==> src/rtl/alu_seq.sv <==
// Registered ALU with an internal PSR {N,Z,F,L,C}. Single-cycle arithmetic,
// logic and shift ops, plus an iterative shift-add multiply that takes WIDTH cycles.
module alu_seq #(
  parameter int WIDTH = 16
) (
  input  logic             clk,
  input  logic             reset,
  input  logic             start,
  input  logic [3:0]       op,
  input  logic [WIDTH-1:0] dst,
  input  logic [WIDTH-1:0] src,
  input  logic [3:0]       cond,
  output logic [WIDTH-1:0] result,
  output logic             result_we,
  output logic [4:0]       flags,
  output logic             cond_true,
  output logic             busy,
  output logic             done,
  output logic             illegal
);

  localparam int SHW = $clog2(WIDTH);
  localparam logic [WIDTH-1:0] W_LIM = WIDTH'(WIDTH);

  localparam logic [3:0] OP_ADD  = 4'd0;
  localparam logic [3:0] OP_ADDC = 4'd1;
  localparam logic [3:0] OP_SUB  = 4'd2;
  localparam logic [3:0] OP_CMP  = 4'd3;
  localparam logic [3:0] OP_AND  = 4'd4;
  localparam logic [3:0] OP_OR   = 4'd5;
  localparam logic [3:0] OP_XOR  = 4'd6;
  localparam logic [3:0] OP_MOV  = 4'd7;
  localparam logic [3:0] OP_LSH  = 4'd8;
  localparam logic [3:0] OP_ASH  = 4'd9;
  localparam logic [3:0] OP_MUL  = 4'd10;

  // Flag bit positions within the PSR
  localparam int FN = 4;
  localparam int FZ = 3;
  localparam int FF = 2;
  localparam int FL = 1;
  localparam int FC = 0;

  typedef enum logic {S_IDLE, S_MUL} state_t;

  state_t           state, state_next;
  logic [WIDTH-1:0] mcand, mplier, acc, acc_next;
  logic [SHW-1:0]   cnt;
  logic             mul_last;

  logic [WIDTH:0]   sum_ext;
  logic [WIDTH-1:0] alu_res;
  logic [4:0]       alu_flags;
  logic             alu_we, alu_bad;
  logic [WIDTH-1:0] shamt;
  logic             sh_neg, sh_big;
  logic [SHW-1:0]   sh;

  always_comb begin
    alu_res   = result;
    alu_flags = flags;
    alu_we    = 1'b1;
    alu_bad   = 1'b0;
    sum_ext   = '0;
    // Shift amount is src read as two's complement; the magnitude stays
    // WIDTH bits wide so the most negative value still compares as huge.
    sh_neg    = src[WIDTH-1];
    shamt     = sh_neg ? -src : src;
    sh_big    = (shamt >= W_LIM);
    sh        = shamt[SHW-1:0];
    case (op)
      OP_ADD, OP_ADDC: begin
        sum_ext = {1'b0, dst} + {1'b0, src}
                + ((op == OP_ADDC) ? {{WIDTH{1'b0}}, flags[FC]} : '0);
        alu_res       = sum_ext[WIDTH-1:0];
        alu_flags[FC] = sum_ext[WIDTH];
        alu_flags[FF] = (dst[WIDTH-1] == src[WIDTH-1]) && (sum_ext[WIDTH-1] != dst[WIDTH-1]);
      end
      OP_SUB: begin
        sum_ext       = {1'b0, dst} - {1'b0, src};
        alu_res       = sum_ext[WIDTH-1:0];
        alu_flags[FC] = sum_ext[WIDTH];
        alu_flags[FF] = (dst[WIDTH-1] != src[WIDTH-1]) && (sum_ext[WIDTH-1] != dst[WIDTH-1]);
      end
      OP_CMP: begin
        alu_we        = 1'b0;
        alu_flags[FL] = dst < src;
        alu_flags[FN] = $signed(dst) < $signed(src);
        alu_flags[FZ] = dst == src;
      end
      OP_AND: alu_res = dst & src;
      OP_OR:  alu_res = dst | src;
      OP_XOR: alu_res = dst ^ src;
      OP_MOV: alu_res = src;
      OP_LSH: begin
        if (sh_big)      alu_res = '0;
        else if (sh_neg) alu_res = dst >> sh;
        else             alu_res = dst << sh;
      end
      OP_ASH: begin
        if (!sh_neg)     alu_res = sh_big ? '0 : (dst << sh);
        else if (sh_big) alu_res = {WIDTH{dst[WIDTH-1]}};
        else             alu_res = $signed(dst) >>> sh;
      end
      OP_MUL: alu_we = 1'b0;
      default: begin
        alu_we  = 1'b0;
        alu_bad = 1'b1;
      end
    endcase
  end

  assign mul_last = (cnt == SHW'(WIDTH - 1));
  assign acc_next = mplier[cnt] ? (acc + (mcand << cnt)) : acc;
  assign busy     = (state == S_MUL);

  always_comb begin
    state_next = state;
    case (state)
      S_IDLE: if (start && op == OP_MUL) state_next = S_MUL;
      S_MUL:  if (mul_last) state_next = S_IDLE;
      default: state_next = S_IDLE;
    endcase
  end

  always_ff @(posedge clk) begin
    if (reset) state <= S_IDLE;
    else       state <= state_next;
  end

  // Datapath: single-cycle ops retire from IDLE; a start during MUL is dropped.
  always_ff @(posedge clk) begin
    if (reset) begin
      result    <= '0;
      flags     <= '0;
      done      <= 1'b0;
      result_we <= 1'b0;
      illegal   <= 1'b0;
      cnt       <= '0;
      acc       <= '0;
      mcand     <= '0;
      mplier    <= '0;
    end else begin
      done      <= 1'b0;
      result_we <= 1'b0;
      illegal   <= 1'b0;
      case (state)
        S_IDLE: begin
          if (start) begin
            if (op == OP_MUL) begin
              mcand  <= dst;
              mplier <= src;
              acc    <= '0;
              cnt    <= '0;
            end else begin
              done      <= 1'b1;
              result_we <= alu_we;
              illegal   <= alu_bad;
              flags     <= alu_flags;
              if (alu_we) result <= alu_res;
            end
          end
        end
        S_MUL: begin
          acc <= acc_next;
          cnt <= cnt + SHW'(1);
          if (mul_last) begin
            result    <= acc_next;
            done      <= 1'b1;
            result_we <= 1'b1;
          end
        end
        default: ;
      endcase
    end
  end

  always_comb begin
    cond_true = 1'b0;
    case (cond)
      4'd0:  cond_true = flags[FZ];
      4'd1:  cond_true = !flags[FZ];
      4'd2:  cond_true = flags[FC];
      4'd3:  cond_true = !flags[FC];
      4'd4:  cond_true = !flags[FL] && !flags[FZ];
      4'd5:  cond_true = flags[FL] || flags[FZ];
      4'd6:  cond_true = !flags[FN] && !flags[FZ];
      4'd7:  cond_true = flags[FN] || flags[FZ];
      4'd8:  cond_true = flags[FF];
      4'd9:  cond_true = !flags[FF];
      4'd10: cond_true = flags[FL];
      4'd11: cond_true = !flags[FL];
      4'd12: cond_true = flags[FN];
      4'd13: cond_true = !flags[FN];
      4'd14: cond_true = 1'b1;
      default: cond_true = 1'b0;
    endcase
  end

endmodule

==> config.mk <==
export PLATFORM = sky130hd
export DESIGN_NAME = alu_seq
export DESIGN_NICKNAME = d
export VERILOG_FILES = /design/src/rtl/alu_seq.sv
export SDC_FILE = /design/constraint.sdc
export NUM_CORES = 1
export LEC_CHECK = 0
export BUFFER_PORTS_ARGS = -buffer_cell sky130_fd_sc_hd__buf_4
export CAP_MARGIN = 10
export CORE_UTILIZATION = 45
export CTS_CLUSTER_DIAMETER = 80
export DETAILED_ROUTE_END_ITERATION = 7
export PLACE_DENSITY = 0.66
export SYNTH_ARGS = -nofsm -noshare
export SYNTH_HDL_FRONTEND = slang
export SYNTH_SLANG_ARGS = --single-unit
==> constraint.sdc <==
create_clock -name clk -period 10.14 [get_ports clk]
set_input_delay 1.521 -clock clk [delete_from_list [all_inputs] [get_ports clk]]
set_output_delay 1.521 -clock clk [all_outputs]
set_load 0.02 [all_outputs]
==> results_dict.tcl <==
set metrics [dict create \
    regArea_um2 1540 \
    hp-class "reg -> reg" \
    synthArstFlopShare 0 \
    met3_usage 0.0674 \
    clk_latency_ns 0.36 \
    p_int_mw 0.672 \
    critPathMaxFanout 35 \
    area_growth_pct 11.0 \
    routedWlPerCell_um 23.5 \
    grt_util_met1 0.491 \
    drc 0 \
    numCtsBuffers 9 \
    p_comb_frac 0.365 \
    endpoint_kind "flip-flop" \
    mostFrequentLayoutCell "nor2_1" \
    nets 1397 \
    port_buffers 68 \
    vias 10300 \
    syn_area_per_cell_um2 7.29 \
    r2r_end "result[11]" \
    die-area_um2 21300 \
    crit_type "in -> reg" \
    hold_path_end "mcand[15]" \
    finalHoldViolCount 0 \
    min_from "mcand[15]" \
    power_density_nw_per_um2 106 \
    start_util 0.460 \
    drtIter0Drc 1343 \
    clkSinkCount 77 \
    grt_pass1_wl_mm 56.2 \
    power_frac_clock 0.345 \
    cts_setup_buffers 0 \
    yosys_register_bits 77 \
    reg2reg_depth 11 \
    fmaxAchievable_mhz 185 \
    synthCells 1277 \
    ys_types 82 \
    setup_viol 0 \
    drive_gt1_frac 0.126 \
    fillers 2040 \
    synth_edf_count 0 \
    fp.dieH_um 146 \
    busiest_layer "met2" \
    synth_fp_nets 1390 \
    r2r_setup_slack_ns 5.73 \
    wl_mm 36.7 \
    drt-vias-per-instance 6.61 \
    ctsHoldBuffers 0 \
    die_w_um 146 \
    fin_worst_skew_ns 0.0158 \
    rows 52 \
    timing.slew.headroom 0.154 \
    antenna_found_initial 1 \
    timing.final.crit_share 0.534 \
    worst_pin_slew_ns 1.27 \
    outcome "finished, final reports clean" \
    startpoint_type "input port" \
    fin_crit_ns 5.41 \
    dp.final_hpwl_mm 27.5 \
    grt_setup_unrepaired "false" \
    multi_input_area_um2 7240 \
    grt_pass1_vias 9295 \
    dp.cells 1541 \
    gp_congestion 0.996 \
    io_pins 69 \
    drv_cap 0 \
    grt_use_total 0.341 \
    cts-root-buf "clkbuf_16" \
    syn-cell-area_um2 9310 \
    crit_arrival_ns 5.60 \
    grtUsageMet2 0.499 \
    h-tree-depth 3 \
    required_ns 10.33 \
    whs_path_depth 2 \
    ant_nets 0 \
    synthFlopType "dfxtp_1" \
    maxSlewViolCount 0 \
    final_core_util 0.511 \
    seq_area_frac_synth 0.166 \
    clockBufferDepth 2 \
    p_sw_mw 0.421 \
    tns_ns 0 \
    grt-ovfl-total 0 \
    peakVddDrop_mv 0.0857 \
    leakagePower_nw 4.01 \
    final_cell_mix "nor2_1 (156), nand2_1 (152), a21oi_1 (115)" \
    synth_warnings 0 \
    p_sw_frac 0.385 \
    postCtsResizedCells 0 \
    core-area_um2 20200 \
    grt_max_degree 74 \
    first_pass_iters 5 \
    rr_startpoint "cnt[2]" \
    cts.clk_slew.worst_paths_ns 0.07 \
    whs_ns 0.451 \
    cts_tree "done" \
    final_cells 1561 \
    seqPwrFrac 0.290 \
]
state kept, by name (all words and copies together), names as in the netlist:
signal,flops
mcand,16
illegal,1
mplier,16
result_we,1
flags,5
result,16
cnt,4
acc,16
done,1
busy,1
power by group through the flow:
stage / sequential (mW) / clock, mW / combinational [mW]
after floorplan: 0.330 / 0 / 0.240
after global placement: 0.324 / 0 / 0.384
after detailed placement: 0.324 / 0 / 0.381
after CTS: 0.317 / 0.383 / 0.383
after global routing: 0.318 / 0.395 / 0.421
final: 0.317 / 0.377 / 0.399
worst max-delay path, stage by stage:
cell and delay [ns]:
buf_4 0.39, clkinv_1 0.74, fa_1 0.68, inv_1 0.08, fa_1 0.23, a211oi_1 0.11, o21ai_0 0.26, nor3b_1 0.30
nor2_1 0.07, a21oi_1 0.28, o22ai_1 0.11, o21ai_0 0.46, o2111a_1 0.31, a2111oi_2 0.05
synth_stat cells, types with 6 or more instances:
master,n,share of area
a2111oi_0,7,0.0066
a211oi_1,18,0.015
a21o_1,8,0.0065
a21oi_1,116,0.062
a221oi_1,9,0.0085
a22oi_1,12,0.0097
a31oi_1,20,0.013
a32oi_1,8,0.0075
and3_1,6,0.0040
buf_1,7,0.0028
clkbuf_1,79,0.032
dfxtp_1,77,0.17
ha_1,66,0.089
inv_1,53,0.021
mux2_2,13,0.016
mux2i_1,56,0.060
mux4_2,23,0.056
nand2_1,152,0.061
nand2b_1,10,0.0067
nand3_1,22,0.012
nand4_1,12,0.0081
nor2_1,157,0.063
nor2b_1,11,0.0074
nor3_1,38,0.020
nor4_1,8,0.0054
o2111ai_1,9,0.0085
o211ai_1,24,0.019
o21ai_0,53,0.028
o21ai_1,9,0.0048
o21bai_1,9,0.0073
o221ai_1,12,0.011
o22ai_1,16,0.011
o31ai_1,7,0.0056
or3_1,6,0.0040
xnor2_1,30,0.028
xor2_1,8,0.0075
how the worst max path moves through the flow:
stage,start,endpoint,depth (start not counted)
2_1_floorplan,src[0],result[11],13
3_3_place_gp,src[0],result[12],14
3_5_place_dp,src[0],result[12],14
4_1_cts,src[0],result[12],14
5_1_grt,src[0],result[12],14
6_report,src[0],result[12],14
final cells by class:
class	instances	share of cell area
Antenna cell	2	0.000484
Inverter	56	0.0203
Sequential cell	77	0.149
Clock buffer	9	0.0218
Multi-Input combinational cell	1053	0.700
Timing Repair Buffer	87	0.0649
Clock inverter	7	0.0110
Tap cell	270	0.0327
routing by layer:
metal,up-vias,part of all wire
met5,-,0.00035
met4,2,0.036
met3,103,0.098
met2,594,0.42
met1,4868,0.45
li1,4747,-
through the flow:
stage	power, mW	worst slack, ns	area [um^2]
after global routing	1.13	4.45	10300
after floorplan	0.570	5.19	9310
after CTS	1.08	4.84	10300
after detailed placement	0.705	4.48	9960
final	1.09	4.73	10300
after global placement	0.708	4.59	9960
cell families (layout without fill, tap and decap cells):
family	Yosys count	in the layout	synth area share
mux	92	92	0.132
compound gates	399	399	0.288
buf+inv	147	159	0.0606
xor+xnor	38	38	0.0357
simple gates	454	454	0.221
flops	77	77	0.166
other cells	0	2	0
fa+ha+maj	70	70	0.0973
Note: power is estimated with default switching activity, not from simulation.
